==> src/rtl/sad_accum_pkg.sv <==
// sad_accum_pkg: shared defaults, width helper and stage-1 control record
// for the sad_accum reduction pipeline.
package sad_accum_pkg;

  localparam int unsigned DEF_WIDTH     = 8;
  localparam int unsigned DEF_LANES     = 4;
  localparam int unsigned DEF_ACC_WIDTH = 24;
  localparam bit          DEF_SIGNED    = 1'b0;

  // Width of the per-beat lane sum: one WIDTH-bit magnitude per lane,
  // so log2(LANES) carry bits are enough to never overflow.
  function automatic int unsigned lane_sum_width(input int unsigned width,
                                                 input int unsigned lanes);
    return width + $clog2(lanes);
  endfunction

  // Control half of the stage-1 record; the diffs half is sized by the
  // instantiating module's parameters and joined to this in sad_accum.
  typedef struct packed {
    logic last;
    logic valid;
  } s1_ctrl_t;

endpackage

==> src/rtl/sad_accum_abs_diff_lane.sv <==
// abs_diff_lane: registered |a - b| for one lane. With SIGNED set, operands
// are two's complement and are sign-extended by one bit before subtracting;
// the magnitude always fits in WIDTH bits.
module abs_diff_lane #(
  parameter int unsigned WIDTH  = 8,
  parameter bit          SIGNED = 1'b0
) (
  input  logic             clk,
  input  logic             rst_n,
  input  logic             en,
  input  logic [WIDTH-1:0] a,
  input  logic [WIDTH-1:0] b,
  output logic [WIDTH-1:0] d
);

  logic [WIDTH:0]   a_x;
  logic [WIDTH:0]   b_x;
  logic [WIDTH:0]   diff;
  logic [WIDTH-1:0] mag;

  // Extend, subtract, and fold negative differences to their magnitude.
  // The low bits of a negation depend only on the low bits of the operand,
  // so the sign bit is consumed only as the select.
  always_comb begin
    a_x  = SIGNED ? {a[WIDTH-1], a} : {1'b0, a};
    b_x  = SIGNED ? {b[WIDTH-1], b} : {1'b0, b};
    diff = a_x - b_x;
    mag  = diff[WIDTH] ? (~diff[WIDTH-1:0] + WIDTH'(1)) : diff[WIDTH-1:0];
  end

  // Capture the magnitude when a beat is accepted.
  always_ff @(posedge clk or negedge rst_n) begin
    if (!rst_n) begin
      d <= '0;
    end else if (en) begin
      d <= mag;
    end
  end

endmodule

==> src/rtl/sad_accum.sv <==
// sad_accum: pipelined multi-lane sum-of-absolute-differences accumulator.
// Stage 1 registers per-lane |in_0 - in_1|, stage 2 registers the lane sum,
// stage 3 accumulates over a frame and publishes one result per frame on a
// valid/ready output. A stalled output freezes every stage.
// Optional build macro: SAD_ACCUM_SATURATE_EN (clamp accumulate to all-ones
// instead of wrapping modulo 2^ACC_WIDTH).
module sad_accum
  import sad_accum_pkg::*;
#(
  parameter int unsigned WIDTH     = DEF_WIDTH,
  parameter int unsigned LANES     = DEF_LANES,
  parameter int unsigned ACC_WIDTH = DEF_ACC_WIDTH,
  parameter bit          SIGNED    = DEF_SIGNED
) (
  input  logic                   clk,
  input  logic                   rst_n,
  input  logic                   in_valid,
  output logic                   in_ready,
  input  logic                   in_last,
  input  logic [LANES*WIDTH-1:0] in_0,
  input  logic [LANES*WIDTH-1:0] in_1,
  output logic                   out_valid,
  input  logic                   out_ready,
  output logic [ACC_WIDTH-1:0]   res
);

  localparam int unsigned LSW  = lane_sum_width(WIDTH, LANES);
  localparam int unsigned ACW1 = ACC_WIDTH + 1;

  if (LANES < 1 || LANES > 16 || (LANES & (LANES - 1)) != 0) begin : g_bad_lanes
    $error("sad_accum: LANES=%0d must be a power of two in 1..16", LANES);
  end

  if (ACC_WIDTH < LSW) begin : g_bad_acc_width
    $error("sad_accum: ACC_WIDTH=%0d must be >= %0d", ACC_WIDTH, LSW);
  end

  typedef struct packed {
    logic [LANES*WIDTH-1:0] diffs;
    s1_ctrl_t               ctrl;
  } s1_rec_t;

  logic                   advance;
  logic                   accept;
  logic [LANES*WIDTH-1:0] s1_diffs;
  s1_ctrl_t               s1_ctrl;
  s1_rec_t                s1;
  logic [LSW-1:0]         lane_sum_c;
  logic                   s2_valid;
  logic                   s2_last;
  logic [LSW-1:0]         s2_sum;
  logic [ACC_WIDTH-1:0]   acc;
  logic [ACC_WIDTH:0]     acc_sum;
  logic [ACC_WIDTH-1:0]   acc_next;

  // The whole pipeline moves only when the output register can be vacated.
  assign advance  = !(out_valid && !out_ready);
  assign in_ready = advance;
  assign accept   = in_valid && advance;

  // Stage 1 datapath: one registered absolute-difference unit per lane.
  for (genvar g = 0; g < LANES; g++) begin : g_lane
    abs_diff_lane #(
      .WIDTH  (WIDTH),
      .SIGNED (SIGNED)
    ) u_lane (
      .clk   (clk),
      .rst_n (rst_n),
      .en    (accept),
      .a     (in_0[g*WIDTH +: WIDTH]),
      .b     (in_1[g*WIDTH +: WIDTH]),
      .d     (s1_diffs[g*WIDTH +: WIDTH])
    );
  end

  // Stage 1 control: valid and last travel with the beat's diffs.
  always_ff @(posedge clk or negedge rst_n) begin
    if (!rst_n) begin
      s1_ctrl <= '0;
    end else if (advance) begin
      s1_ctrl.valid <= in_valid;
      s1_ctrl.last  <= in_valid && in_last;
    end
  end

  assign s1 = '{diffs: s1_diffs, ctrl: s1_ctrl};

  // Lane reduction; the widened sum cannot overflow.
  always_comb begin
    lane_sum_c = '0;
    for (int unsigned i = 0; i < LANES; i++) begin
      lane_sum_c = lane_sum_c + LSW'(s1.diffs[i*WIDTH +: WIDTH]);
    end
  end

  // Stage 2: register the lane sum with its control bits.
  always_ff @(posedge clk or negedge rst_n) begin
    if (!rst_n) begin
      s2_valid <= 1'b0;
      s2_last  <= 1'b0;
      s2_sum   <= '0;
    end else if (advance) begin
      s2_valid <= s1.ctrl.valid;
      s2_last  <= s1.ctrl.last;
      s2_sum   <= lane_sum_c;
    end
  end

  // Accumulate with one spare carry bit, then wrap or clamp. A clamped
  // accumulator is all-ones, so any later non-negative add overflows again
  // or leaves it unchanged: clamping stays sticky without a separate flag.
  always_comb begin
    acc_sum = {1'b0, acc} + ACW1'(s2_sum);
`ifdef SAD_ACCUM_SATURATE_EN
    acc_next = acc_sum[ACC_WIDTH] ? '1 : acc_sum[ACC_WIDTH-1:0];
`else
    acc_next = acc_sum[ACC_WIDTH-1:0];
`endif
  end

  // Stage 3: frame accumulation and result publication. When advancing
  // with out_valid high, out_ready must be high, so the old result is
  // consumed on this edge and out_valid follows only a new frame end.
  always_ff @(posedge clk or negedge rst_n) begin
    if (!rst_n) begin
      acc       <= '0;
      res       <= '0;
      out_valid <= 1'b0;
    end else if (advance) begin
      out_valid <= s2_valid && s2_last;
      if (s2_valid) begin
        if (s2_last) begin
          res <= acc_next;
          acc <= '0;
        end else begin
          acc <= acc_next;
        end
      end
    end
  end

endmodule

==> config.mk <==
export PLATFORM = sky130hd
export DESIGN_NAME = sad_accum
export DESIGN_NICKNAME = d
export VERILOG_FILES = /design/src/rtl/sad_accum_pkg.sv /design/src/rtl/sad_accum_abs_diff_lane.sv /design/src/rtl/sad_accum.sv
export SDC_FILE = /design/constraint.sdc
export NUM_CORES = 1
export LEC_CHECK = 0
export BUFFER_PORTS_ARGS = -buffer_cell sky130_fd_sc_hd__clkbuf_2
export CAP_MARGIN = 15
export CELL_PAD_IN_SITES_DETAIL_PLACEMENT = 0
export CELL_PAD_IN_SITES_GLOBAL_PLACEMENT = 1
export CORE_AREA = 2 2 125 127
export DETAILED_ROUTE_END_ITERATION = 16
export DIE_AREA = 0 0 127 129
export PLACE_DENSITY_LB_ADDON = 0.1
export SKIP_LAST_GASP = 1
export SYNTH_ARGS = -nofsm -noshare
export SYNTH_HDL_FRONTEND = slang
export SYNTH_HIERARCHICAL = 1
export SYNTH_SLANG_ARGS = --single-unit
==> constraint.sdc <==
create_clock -name clk -period 8.7 [get_ports clk]
set_clock_uncertainty 0.1 [all_clocks]
set_input_delay 1.305 -clock clk [delete_from_list [all_inputs] [get_ports clk]]
set_output_delay 1.305 -clock clk [all_outputs]
set_load 0.01 [all_outputs]
* After elaboration in Yosys (flattened, before gate mapping)
Cells that the tools add are included.
** Cells by class
- Add/sub/neg operators :: 12
- Multiplexer cells :: 5
- Bitwise operators :: 5
- Reductions and logical operators :: 8
** Operators by type and width (count)
- 8-bit by 8-bit subtractor with 9-bit output :: 4
- 8-bit by 1-bit adder with 8-bit output (second input constant) :: 4
- 8-bit two-way mux :: 4
- 8-bit inverter :: 4
- 24-bit by 10-bit adder with 24-bit output :: 1
- 24-bit two-way mux :: 1
- 10-bit by 8-bit adder with 10-bit output :: 1
- 9-bit by 8-bit adder with 10-bit output :: 1
- 8-bit by 8-bit adder with 9-bit output :: 1
- 1-bit logical AND :: 4
- 3-bit AND reduction :: 1
- 1-bit logical NOT :: 2
- 2-bit AND reduction :: 1
- 1-bit inverter :: 1
** Word-level totals
- Flip-flop bits (word level) :: 95
- Input bits :: 69
- Output and inout port bits :: 26
- Word-level logic and storage cells :: 42

* Logic depth before layout (Yosys ltp)
- Word-level depth :: 4
- Mapped depth :: 11

* Modules after synthesis
The synthesis kept the hierarchy.
** Modules (own cells, without submodules)
- sad_accum :: times used 1, cells an instance 419, area each 3931.3 µm²
- abs_diff_lane (g_lane[0].u_lane ...) :: times used 3, cells an instance 95, area each 817.0 µm²
- abs_diff_lane (g_lane[1].u_lane) :: times used 1, cells an instance 95, area each 808.3 µm²

* Worst setup path after synthesis
OpenSTA, ideal clock, no wires.
- Path type :: input to register
- Start :: input port in_0[8]
- End :: register g_lane[1].u_lane.d[7]
- Data arrival time :: 3.090 ns
- Data required time :: 8.460 ns
- Slack :: 5.370 ns
- Stages :: 10
- Path buffers :: 0
- Cell sequence :: inv_1 -> ha_1 -> inv_1 -> fa_1 -> a21o_1 -> a221oi_2 -> xnor2_1 -> o41ai_2 -> xnor2_1 -> a21oi_1
** On the way
- Longest elaborated chain between the ends :: 4
** Ends and longest elaborated chain
- start: declaration :: line sad_accum.sv:20 : input logic [LANES*WIDTH-1:0] in_0,
- 8-bit by 8-bit subtractor with 9-bit output (*) :: line sad_accum_abs_diff_lane.sv:27 : diff = a_x - b_x;
- 8-bit inverter :: line sad_accum_abs_diff_lane.sv:28 : mag = diff[WIDTH] ? (~diff[WIDTH-1:0] + WIDTH'(1)) : diff[WIDTH-1:0];
- 8-bit by 1-bit adder with 8-bit output :: line sad_accum_abs_diff_lane.sv:28
- 8-bit two-way mux (*) :: line sad_accum_abs_diff_lane.sv:28
- end signal: assignment :: line sad_accum_abs_diff_lane.sv:36 : d <= mag;
- end: declaration :: line sad_accum_abs_diff_lane.sv:13 : output logic [WIDTH-1:0] d
Every way passes the cells marked *; elsewhere a longest branch is shown, timed or not.
A chain may end at the register's enable or synchronous reset.

* Worst setup path in the final report
- Start :: input port out_ready
- End :: output port in_ready
** On the way
- Longest elaborated chain between the ends :: 3
** Ends and longest elaborated chain
- start: declaration :: line sad_accum.sv:23 : input logic out_ready,
- 1-bit logical NOT :: line sad_accum.sv:57 : assign advance = !(out_valid && !out_ready);
- 1-bit logical AND :: line sad_accum.sv:57
- 1-bit logical NOT :: line sad_accum.sv:57
- end: declaration :: line sad_accum.sv:18 : output logic in_ready,
Every way passes these cells.

==> flow_summary.json <==
{
  "clk_pin_slew_ns": 0.07,
  "max_freq_ghz": 0.2978,
  "antenna_found_initial": 0,
  "synth.yosys.seq_area_share_pct": 33.06,
  "post-route-period-util_pct": 38.59,
  "drt_iter0_drc": 178,
  "nets": 1034,
  "htreeDepth": 3,
  "path_class": "input port to output pin",
  "maxCapViolCount": 0,
  "cp_common_cell": "clkbuf_2",
  "final_cells": 1082,
  "start_util_pct": 48.01,
  "die_area_mm2": 0.01638,
  "drt_first_pass_iters": 4,
  "syn_inst": 799,
  "hold_viol": 0,
  "viasPerCell": 5.345,
  "drc": 0,
  "rsz0062_at_grt": "no",
  "slowest_delay_ns": 0.28,
  "p_leak_nw": 4.085,
  "clockBufferDepth": 2,
  "hold_buffers": 0,
  "min_path_type": "register to register",
  "wl_per_cell_um": 13.87,
  "routed_wl_mm": 15.01,
  "worstSkewPairLatency_ns": 0.34,
  "grt-ovfl-total": 0,
  "vias": 5783,
  "worstPathRequired_ns": 7.30,
  "dpl.hpwl_mm": 11.83,
  "avgSynthCellArea_um2": 9.000,
  "setup_ws_ns": 5.343,
  "drive_above_1_share_pct": 16.78,
  "critPathSlowestCell": "buf_4",
  "cts_buffers": 9,
  "cts.sinks": 95,
  "fillers": 1398,
  "num_io_pins": 95,
  "area_growth_pct": 13.96,
  "synth-edff-count": 0,
  "grt-busiest-layer": "met2",
  "final-max-slew-violation-count": 0,
  "cts_resized": 0,
  "drt.antenna.violating_nets": 0,
  "cts_tree": "built",
  "async_flop_share_pct": 100.0,
  "grt_pass1_vias": 5828,
  "place_congestion": 0.8703,
  "grt.met3_usage_pct": 2.578,
  "startpoint_type": "input port",
  "synth_seq_cells": 95,
  "cp-end-kind": "output pin",
  "synth_nets": 944,
  "coreArea_mm2": 0.01498,
  "p_per_area_mw_per_mm2": 342.5,
  "grt_max_degree": 58,
  "layout_commonest_cell": "inv_1",
  "rows": 45,
  "path_max_fanout": 28,
  "status": "finished, final reports clean",
  "track_usage_pct": 19.30,
  "root_buffer": "clkbuf_16",
  "cp_cell_sequence": "clkbuf_2 > nand2b_1 > buf_4 > clkbuf_2",
  "finalSetupTns_ns": 0,
  "synth-main-ff-cell": "dfrtp_1",
  "post_cts_buffers": 0,
  "vdd_drop_max_mv": 0.1973,
  "fp.dieH_um": 129,
  "portBuffers": 94,
  "die_w_um": 127,
  "met1_usage_pct": 23.20,
  "placed_cells": 1066,
  "yosysUniqueCellTypes": 57,
  "synth_warnings": 6,
  "grt_pass1_wl_mm": 26.03,
  "tightest_slew_ns": 0.9455,
  "arrival_ns": 1.95,
  "final_cell_mix": "107 x inv_1, 95 x dfrtp_1, 93 x clkbuf_2",
  "antenna_cells": 0,
  "fin_crit_ns": 3.357,
  "gr-usage-met2_pct": 35.74,
  "maxSlewHeadroom_pct": 36.96,
  "holdWs_ns": 0.3779,
  "preCtsSetupSlack_ns": 5.077,
  "setup_viol": 0,
  "netlist_area_mm2": 0.007191
}
==> power breakdown <==
group	switching (mW)	internal [mW]
sequential	0.0951	0.601
clock	0.175	0.282
combinational	0.910	0.744
==> cell type report <==
class / instances / area (um^2) / area share, %
Clock buffer: 9 / 225.2 / 2.749
Clock inverter: 7 / 120.1 / 1.466
Inverter: 108 / 405.4 / 4.947
Multi-Input combinational cell: 578 / 4335 / 52.91
Sequential cell: 95 / 2377 / 29.01
Tap cell: 188 / 235.2 / 2.871
Timing Repair Buffer: 97 / 495.5 / 6.047
==> state kept, by name, indices dropped and copies added, names as in the netlist <==
| signal | flops |
|---|---|
| g_lane.u_lane/d | 32 |
| s1 | 2 |
| s2_sum | 10 |
| s2_last | 1 |
| res | 24 |
| out_valid | 1 |
| acc | 24 |
| s2_valid | 1 |
==> synthesized netlist by cell type, drive strengths merged, types with 2 or more instances <==
library cell,n,area share (%)
xnor2,44,5.4
dfrtp,95,33
a211oi,2,0.21
nand2,58,3.0
nor2,55,2.9
a22o,7,0.85
nand3,12,0.90
o21a,6,0.63
nor2b,7,0.61
a21o,19,2.0
nor3,14,1.0
clkbuf,5,0.26
o31ai,5,0.52
and3b,4,0.49
a221oi,5,1.0
and2,5,0.44
nand2b,3,0.26
or3,12,1.1
o31a,2,0.24
ha,55,9.6
a21oi,61,4.3
buf,13,0.77
a22oi,4,0.42
a31oi,12,1.0
inv,107,5.6
a21boi,5,0.52
nand3b,4,0.42
or2,6,0.52
o41ai,5,1.0
and3,20,1.7
mux2,15,2.3
o221ai,4,0.49
o211ai,7,0.73
nor4,3,0.52
fa,21,5.8
xor2,13,1.6
or4,2,0.21
o2111ai,6,0.82
o21ai,58,4.0
mux2i,11,1.5
==> metal layers <==
metal  vias to the layer above  wire length (um)
li1                       2943                 -
met1                      2731              6695
met2                        85              7594
met3                        24               417
met4                         0               305
met5                         -                 0
==> kinds of logic (layout without fill, tap and decap cells) <==
kind of cell	Yosys count	in the layout	synth area share (%)
flip-flops	95	95	33.06
buffers and inverters	126	221	6.664
AND/OR/NAND/NOR	206	206	14.25
AO/OA/AOI/OAI	213	213	19.78
adder cells (fa/ha/maj)	76	76	15.42
XOR/XNOR	57	57	6.943
multiplexers	26	26	3.880
==> path summary, 6_finish.rpt <==
path                                       start               endpoint  slack [ns]  cells past startpoint
hold reg to reg                          res[14]                res[14]        0.38                      2
min in group asynchronous                  rst_n                res[17]        0.82                      1
max in group asynchronous                  rst_n  g_lane[1].u_lane/d[7]        6.58                      2
setup reg to reg           g_lane[1].u_lane/d[2]              s2_sum[8]        5.53                     11
hold / removal                           res[14]                res[14]        0.38                      2
setup / recovery                       out_ready               in_ready        5.34                      4
==> critical path: cells and delay by family <==
family | cells | cell delay, ns
buf+inv | 3 | 0.54
simple gates | 1 | 0.09
==> stage by stage <==
stage               util (%)  power (mW)  area, um^2
detailed placement     52.41       2.369        7849
finish                 54.71       2.807        8194
CTS                    54.71       2.844        8194
global placement       52.41       2.322        7849
floorplan                  -       1.987        7191
global route           54.71       3.085        8194
No activity file was read; power rests on OpenSTA's default activity.
